**src/rtl/inst_queue_dual.sv**
```systemverilog
// inst_queue_dual: circular instruction FIFO between fetch (IF) and decode (Dec).
//
// Fetch offers up to two instructions per cycle. Lane 0 is the older one. Each
// instruction carries its PC and a BTB prediction. Decode sees one registered
// entry per cycle and consumes it with Dec_flag.
//
// Ports:
//   clk, rst              clock; synchronous active-high reset
//   rdy                   global enable; when low, all state holds
//   roll                  flush on branch misprediction (data outputs hold)
//   IF_cnt                number of lanes offered (0..2; 3 is treated as 0)
//   IF_inst*/IF_PC*/IF_BTB_PC*/IF_BTB_predict*   lane 0 / lane 1 payload
//   Dec_flag              decoder consumed the presented entry
//   Dec_commit            output register holds a valid entry
//   Dec_inst/PC/BTB_PC/BTB_predict   presented entry
//   IQ_full               registered; fetch must not push while high
//   IQ_count              registered occupancy (includes the presented entry)
//
// Optional feature: define IQ_BYPASS_EN to let lane 0 go straight to the
// output register when the queue would otherwise present nothing. This cuts
// fetch-to-decode latency from 2 to 1 cycle.
module inst_queue_dual #(
  parameter int unsigned DEPTH = 16,
  parameter int unsigned XLEN  = 32
) (
  input  logic                    clk,
  input  logic                    rst,
  input  logic                    rdy,
  input  logic                    roll,
  input  logic [1:0]              IF_cnt,
  input  logic [XLEN-1:0]         IF_inst0,
  input  logic [XLEN-1:0]         IF_inst1,
  input  logic [XLEN-1:0]         IF_PC0,
  input  logic [XLEN-1:0]         IF_PC1,
  input  logic [XLEN-1:0]         IF_BTB_PC0,
  input  logic [XLEN-1:0]         IF_BTB_PC1,
  input  logic                    IF_BTB_predict0,
  input  logic                    IF_BTB_predict1,
  input  logic                    Dec_flag,
  output logic                    Dec_commit,
  output logic [XLEN-1:0]         Dec_inst,
  output logic [XLEN-1:0]         Dec_PC,
  output logic [XLEN-1:0]         Dec_BTB_PC,
  output logic                    Dec_BTB_predict,
  output logic                    IQ_full,
  output logic [$clog2(DEPTH):0]  IQ_count
);

  localparam int unsigned PW = $clog2(DEPTH);
  localparam int unsigned CW = PW + 1;

  logic [XLEN-1:0] inst_mem_q [DEPTH];
  logic [XLEN-1:0] pc_mem_q   [DEPTH];
  logic [XLEN-1:0] btb_mem_q  [DEPTH];
  logic            pred_mem_q [DEPTH];

  logic [PW-1:0]   head_q, head_d, tail_q, tail_d, wr1_idx;
  logic [CW-1:0]   count_q, count_d;
  logic            full_q, full_d;
  logic            commit_q, commit_d;
  logic [XLEN-1:0] inst_q, inst_d, pc_q, pc_d, btb_q, btb_d;
  logic            pred_q, pred_d;

  logic [1:0]      enq;
  logic            deq;
  logic            wr_en;

  // Effective handshake and pointer/occupancy next state
  always_comb begin
    enq     = (full_q || (IF_cnt == 2'd3)) ? 2'd0 : IF_cnt;
    deq     = Dec_flag & commit_q;
    head_d  = head_q + PW'(deq);
    tail_d  = tail_q + PW'(enq);
    wr1_idx = tail_q + PW'(1);
    count_d = count_q + CW'(enq) - CW'(deq);
    // Full once fewer than two free slots remain, so a dual push always fits
    full_d  = (count_d > CW'(DEPTH - 2));
  end

  // Output register next state, decided on the pre-edge occupancy.
  // head_d is the index of the entry that follows the one being consumed.
  always_comb begin
    commit_d = 1'b0;
    inst_d   = inst_q;
    pc_d     = pc_q;
    btb_d    = btb_q;
    pred_d   = pred_q;
    if (count_q > CW'(deq)) begin
      commit_d = 1'b1;
      inst_d   = inst_mem_q[head_d];
      pc_d     = pc_mem_q[head_d];
      btb_d    = btb_mem_q[head_d];
      pred_d   = pred_mem_q[head_d];
    end
`ifdef IQ_BYPASS_EN
    else if (enq != 2'd0) begin
      // Queue drains this cycle: present lane 0 directly. It is still
      // written to storage below and becomes the new head.
      commit_d = 1'b1;
      inst_d   = IF_inst0;
      pc_d     = IF_PC0;
      btb_d    = IF_BTB_PC0;
      pred_d   = IF_BTB_predict0;
    end
`endif
  end

  always_ff @(posedge clk) begin
    if (rst) begin
      head_q   <= '0;
      tail_q   <= '0;
      count_q  <= '0;
      full_q   <= 1'b0;
      commit_q <= 1'b0;
      inst_q   <= '0;
      pc_q     <= '0;
      btb_q    <= '0;
      pred_q   <= 1'b0;
    end else if (roll) begin
      // Flush control state only; the stale payload stays on the outputs
      head_q   <= '0;
      tail_q   <= '0;
      count_q  <= '0;
      full_q   <= 1'b0;
      commit_q <= 1'b0;
    end else if (rdy) begin
      head_q   <= head_d;
      tail_q   <= tail_d;
      count_q  <= count_d;
      full_q   <= full_d;
      commit_q <= commit_d;
      inst_q   <= inst_d;
      pc_q     <= pc_d;
      btb_q    <= btb_d;
      pred_q   <= pred_d;
    end
  end

  assign wr_en = !rst && !roll && rdy;

  // Storage is not reset: entries beyond count are never presented
  always_ff @(posedge clk) begin
    if (wr_en) begin
      if (enq != 2'd0) begin
        inst_mem_q[tail_q] <= IF_inst0;
        pc_mem_q[tail_q]   <= IF_PC0;
        btb_mem_q[tail_q]  <= IF_BTB_PC0;
        pred_mem_q[tail_q] <= IF_BTB_predict0;
      end
      if (enq == 2'd2) begin
        inst_mem_q[wr1_idx] <= IF_inst1;
        pc_mem_q[wr1_idx]   <= IF_PC1;
        btb_mem_q[wr1_idx]  <= IF_BTB_PC1;
        pred_mem_q[wr1_idx] <= IF_BTB_predict1;
      end
    end
  end

  assign Dec_commit      = commit_q;
  assign Dec_inst        = inst_q;
  assign Dec_PC          = pc_q;
  assign Dec_BTB_PC      = btb_q;
  assign Dec_BTB_predict = pred_q;
  assign IQ_full         = full_q;
  assign IQ_count        = count_q;

endmodule

```
**config.mk**
```make
export PLATFORM = sky130hd
export DESIGN_NAME = inst_queue_dual
export DESIGN_NICKNAME = d
export VERILOG_FILES = /design/src/rtl/inst_queue_dual.sv
export SDC_FILE = /design/constraint.sdc
export NUM_CORES = 2
export LEC_CHECK = 0
export CAP_MARGIN = 20
export CORE_AREA = 5 5 368 514
export CTS_CLUSTER_DIAMETER = 40
export CTS_CLUSTER_SIZE = 40
export DETAILED_ROUTE_END_ITERATION = 6
export DIE_AREA = 0 0 373 519
export PLACE_DENSITY = 0.65
export SYNTH_ARGS = -nofsm -noshare
export SYNTH_HDL_FRONTEND = slang
export SYNTH_SLANG_ARGS = --single-unit
```
**constraint.sdc**
```tcl
create_clock -name clk -period 20.8 [get_ports clk]
set_clock_uncertainty 0.2 [all_clocks]
set_input_delay 2.08 -clock clk [delete_from_list [all_inputs] [get_ports clk]]
set_output_delay 2.08 -clock clk [all_outputs]
set_load 0.005 [all_outputs]
```
==> run metrics <==
DP HPWL 129.0 mm; max-slew violations 0; final worst path period share 33.89%; die width 373 µm; kind of critical path in -> reg; status finished, final reports clean; CP Capture Type flop; Least-Margin Pin Slew 1229 ps; final count of hold timing violations 0; worst path bufs/invs 4; Clock transition at path regs 60 ps; synth top area cells edfxtp_1 57%, mux2_2 27%, mux2i_1 4.8%; Cell variety after synth 44; # H-tree levels 4; fill count 15227; switching power 1.743 mW; critical-path cell list clkdlybuf4s50_1 > and2_1 > ha_1 > ha_4 > buf_12 > buf_4 > buf_4 > mux2_2 > o22ai_1 > a221o_1 > o221ai_1; CTS tree yes; Crit path top cell by count buf_4; most frequent cells after synthesis 1940 x mux2_2, 1552 x edfxtp_1, 394 x mux2i_1; Top delay family on crit path buffers and inverters; antenna violations before repair 47; Syn Std Cell Area 82200 µm²; switching fraction of total power 22.93%; CTS Hold Bufs 0; layout cells sized above 1 44.28%; die area 193600 µm²; Crit Path Max Fanout 131; GRT Total Usage 25.48%; first-pass GRT wire length 365.8 mm; Post-CTS Setup Bufs 0; Worst setup SP type input pin; total power 7.599 mW; M1 wire length 106.1 mm; P_int 5.856 mW; DR vias 49689; Sink Count 1664; post-route insts no fill 7953; setup TNS 0 ps; top_reg_cell synth edfxtp_1; clock buffer depth 3; Routed WL per cell 31.95 µm; Post-route DRC 0; min-delay worst type reg -> reg; required time of the critical path 21290 ps; wirelength, routed 254.1 mm; met3 WL 18.53 mm; CP max-delay cell ha_4; area grow syn2layout 14.30%; Mapped Cells 5293; Via density 6.248; Placement Setup Slack 12940 ps; largest net degree at the start of global routing 136; cts repair resizes 0; Post-synth EDFFs 1552; DP Cell Count 7576; highest clock rate 0.1419 GHz; Finish-stage setup viols 0; P_leak 29.95 nW; global route overflow 0; gp weighted congestion 0.7612; ys async rst share 0%; CP max stage delay 890 ps; RSZ-0062 raised after global routing false; Final Worst Setup Slack 13750 ps; Mean Syn Cell Area 15.53 µm²; fin util 51.17%; Top Layer Used met5; Yosys top cell by area edfxtp_1; CTS root buf clkbuf_16; num rows 186; Final nets 5540; Comb pwr share 5.0%; core area 183600 µm²; vias in the first global route 51019; Pre-Repair DR Iteration Count 7; metal2 WL 122.6 mm; DR iter-0 viols 4643; Starting Density 44.76%; share of power burned in the clock network 46.6%; Peak supply drop 0.08639 mV; Post-Syn Nets 5510; count leader, synth mux2_2; port bufs 304; Worst Path Arrival 7530 ps; Die H 519 µm; Seq/Total Area, Yosys 59.43%; Max-Cap Viols 0; Pwr per Cell Area 80.89 nW/µm²; Seq pwr share 48.5%; TritonCTS buffer count 189; Synth top area share 56.70%; crit path time final 7049 ps; IO Pins 305; clk_lat worst skew 860 ps; Synthesis Warnings 0; slew margin rel. 18.04%; register bit total from synthesis 1664; antenna viol nets, final 0
[per-stage QoR]
stage,area [µm²],hold slack (ps)
CTS,93910,278.7
floorplan,82200,256.9
detailed placement,87240,254.7
global route,93920,306.0
global placement,87240,252.4
finish,93950,270.8
[worst register-to-register path, delay by kind of cell, from the launching register on]
| kind | cells | cell delay [ps] |
|---|---|---|
| multiplexers | 1 | 520 |
| buffers and inverters | 3 | 2710 |
| adder cells (fa/ha/maj) | 2 | 1140 |
| AND/OR/NAND/NOR | 1 | 180 |
| AO/OA/AOI/OAI | 3 | 490 |
| flip-flops | 1 | 320 |
[final cells by class]
cell class / instances / area [µm²] / share of cell area, %
diodes: 17 / 42.54 / 0.04528
clock buffers: 203 / 4866 / 5.179
clock inverters: 157 / 1802 / 1.918
inverters: 16 / 60.06 / 0.06392
multi-input cells: 3044 / 31420 / 33.44
flip-flops and latches: 1664 / 48850 / 51.99
well taps: 2444 / 3058 / 3.255
repair buffers: 408 / 3861 / 4.110
[metal layers]
metal  vias up  global-route usage, %
li1      21083                      -
met1     26181                  34.19
met2      1906                  42.17
met3       469                  5.140
met4        50                  7.316
met5         -                      0
[cells by family (layout without fill, tap and decap cells)]
group,Yosys count,after routing,share of synthesized area (%)
xor+xnor,9,9,0.09589
buf+inv,585,784,2.792
fa+ha+maj,16,16,0.2618
other cells,0,17,0
compound gates,515,515,5.089
flops,1664,1664,59.43
mux,2334,2334,31.38
simple gates,170,170,0.9575
[layout by cell type, fill, tap and decap left out, types with 5 or more instances in the layout]
cell             count
nor2_1              16
inv_8               22
o221ai_1            97
mux2_2            1940
clkinv_8             8
o22ai_1            194
edfxtp_1          1552
diode_2             17
mux2i_1            394
clkbuf_16          192
xnor2_1              5
clkinv_4            17
clkinv_1            10
a221o_1            194
clkdlybuf4s50_1    304
clkinvlp_4          27
dfxtp_1            112
clkinv_2            13
inv_1               15
buf_4              101
clkbuf_1             9
nand2_4             11
nand2_1            104
bufinv_16           19
ha_1                13
o21ai_4             12
inv_6               38
[sequential cells by signal (all words and copies together) (netlist names), 4 cells and up]
| name | count |
|---|---|
| Dec_PC | 32 |
| Dec_inst | 32 |
| inst_mem_q | 512 |
| pc_mem_q | 512 |
| head_q | 4 |
| tail_q | 4 |
| Dec_BTB_PC | 32 |
| IQ_count | 5 |
| pred_mem_q | 16 |
| btb_mem_q | 512 |
[worst paths after layout]
check | startpoint | end | slack [ps] | cells after the start
max | Dec_flag | Dec_BTB_PC[10] | 13750 | 11
min | Dec_PC[15] | Dec_PC[15] | 270 | 2
max reg2reg | Dec_commit | Dec_BTB_PC[10] | 15080 | 10
min reg2reg | Dec_PC[15] | Dec_PC[15] | 270 | 2
[power groups by stage]
stage / combinational, mW / clock, mW / sequential, mW
finish: 0.378 / 3.54 / 3.68
CTS: 0.376 / 3.59 / 3.68
global route: 0.407 / 3.73 / 3.68
detailed placement: 0.373 / 0 / 3.76
global placement: 0.361 / 0 / 3.76
floorplan: 0.226 / 0 / 3.75
Power figures use the tool's default switching activity.
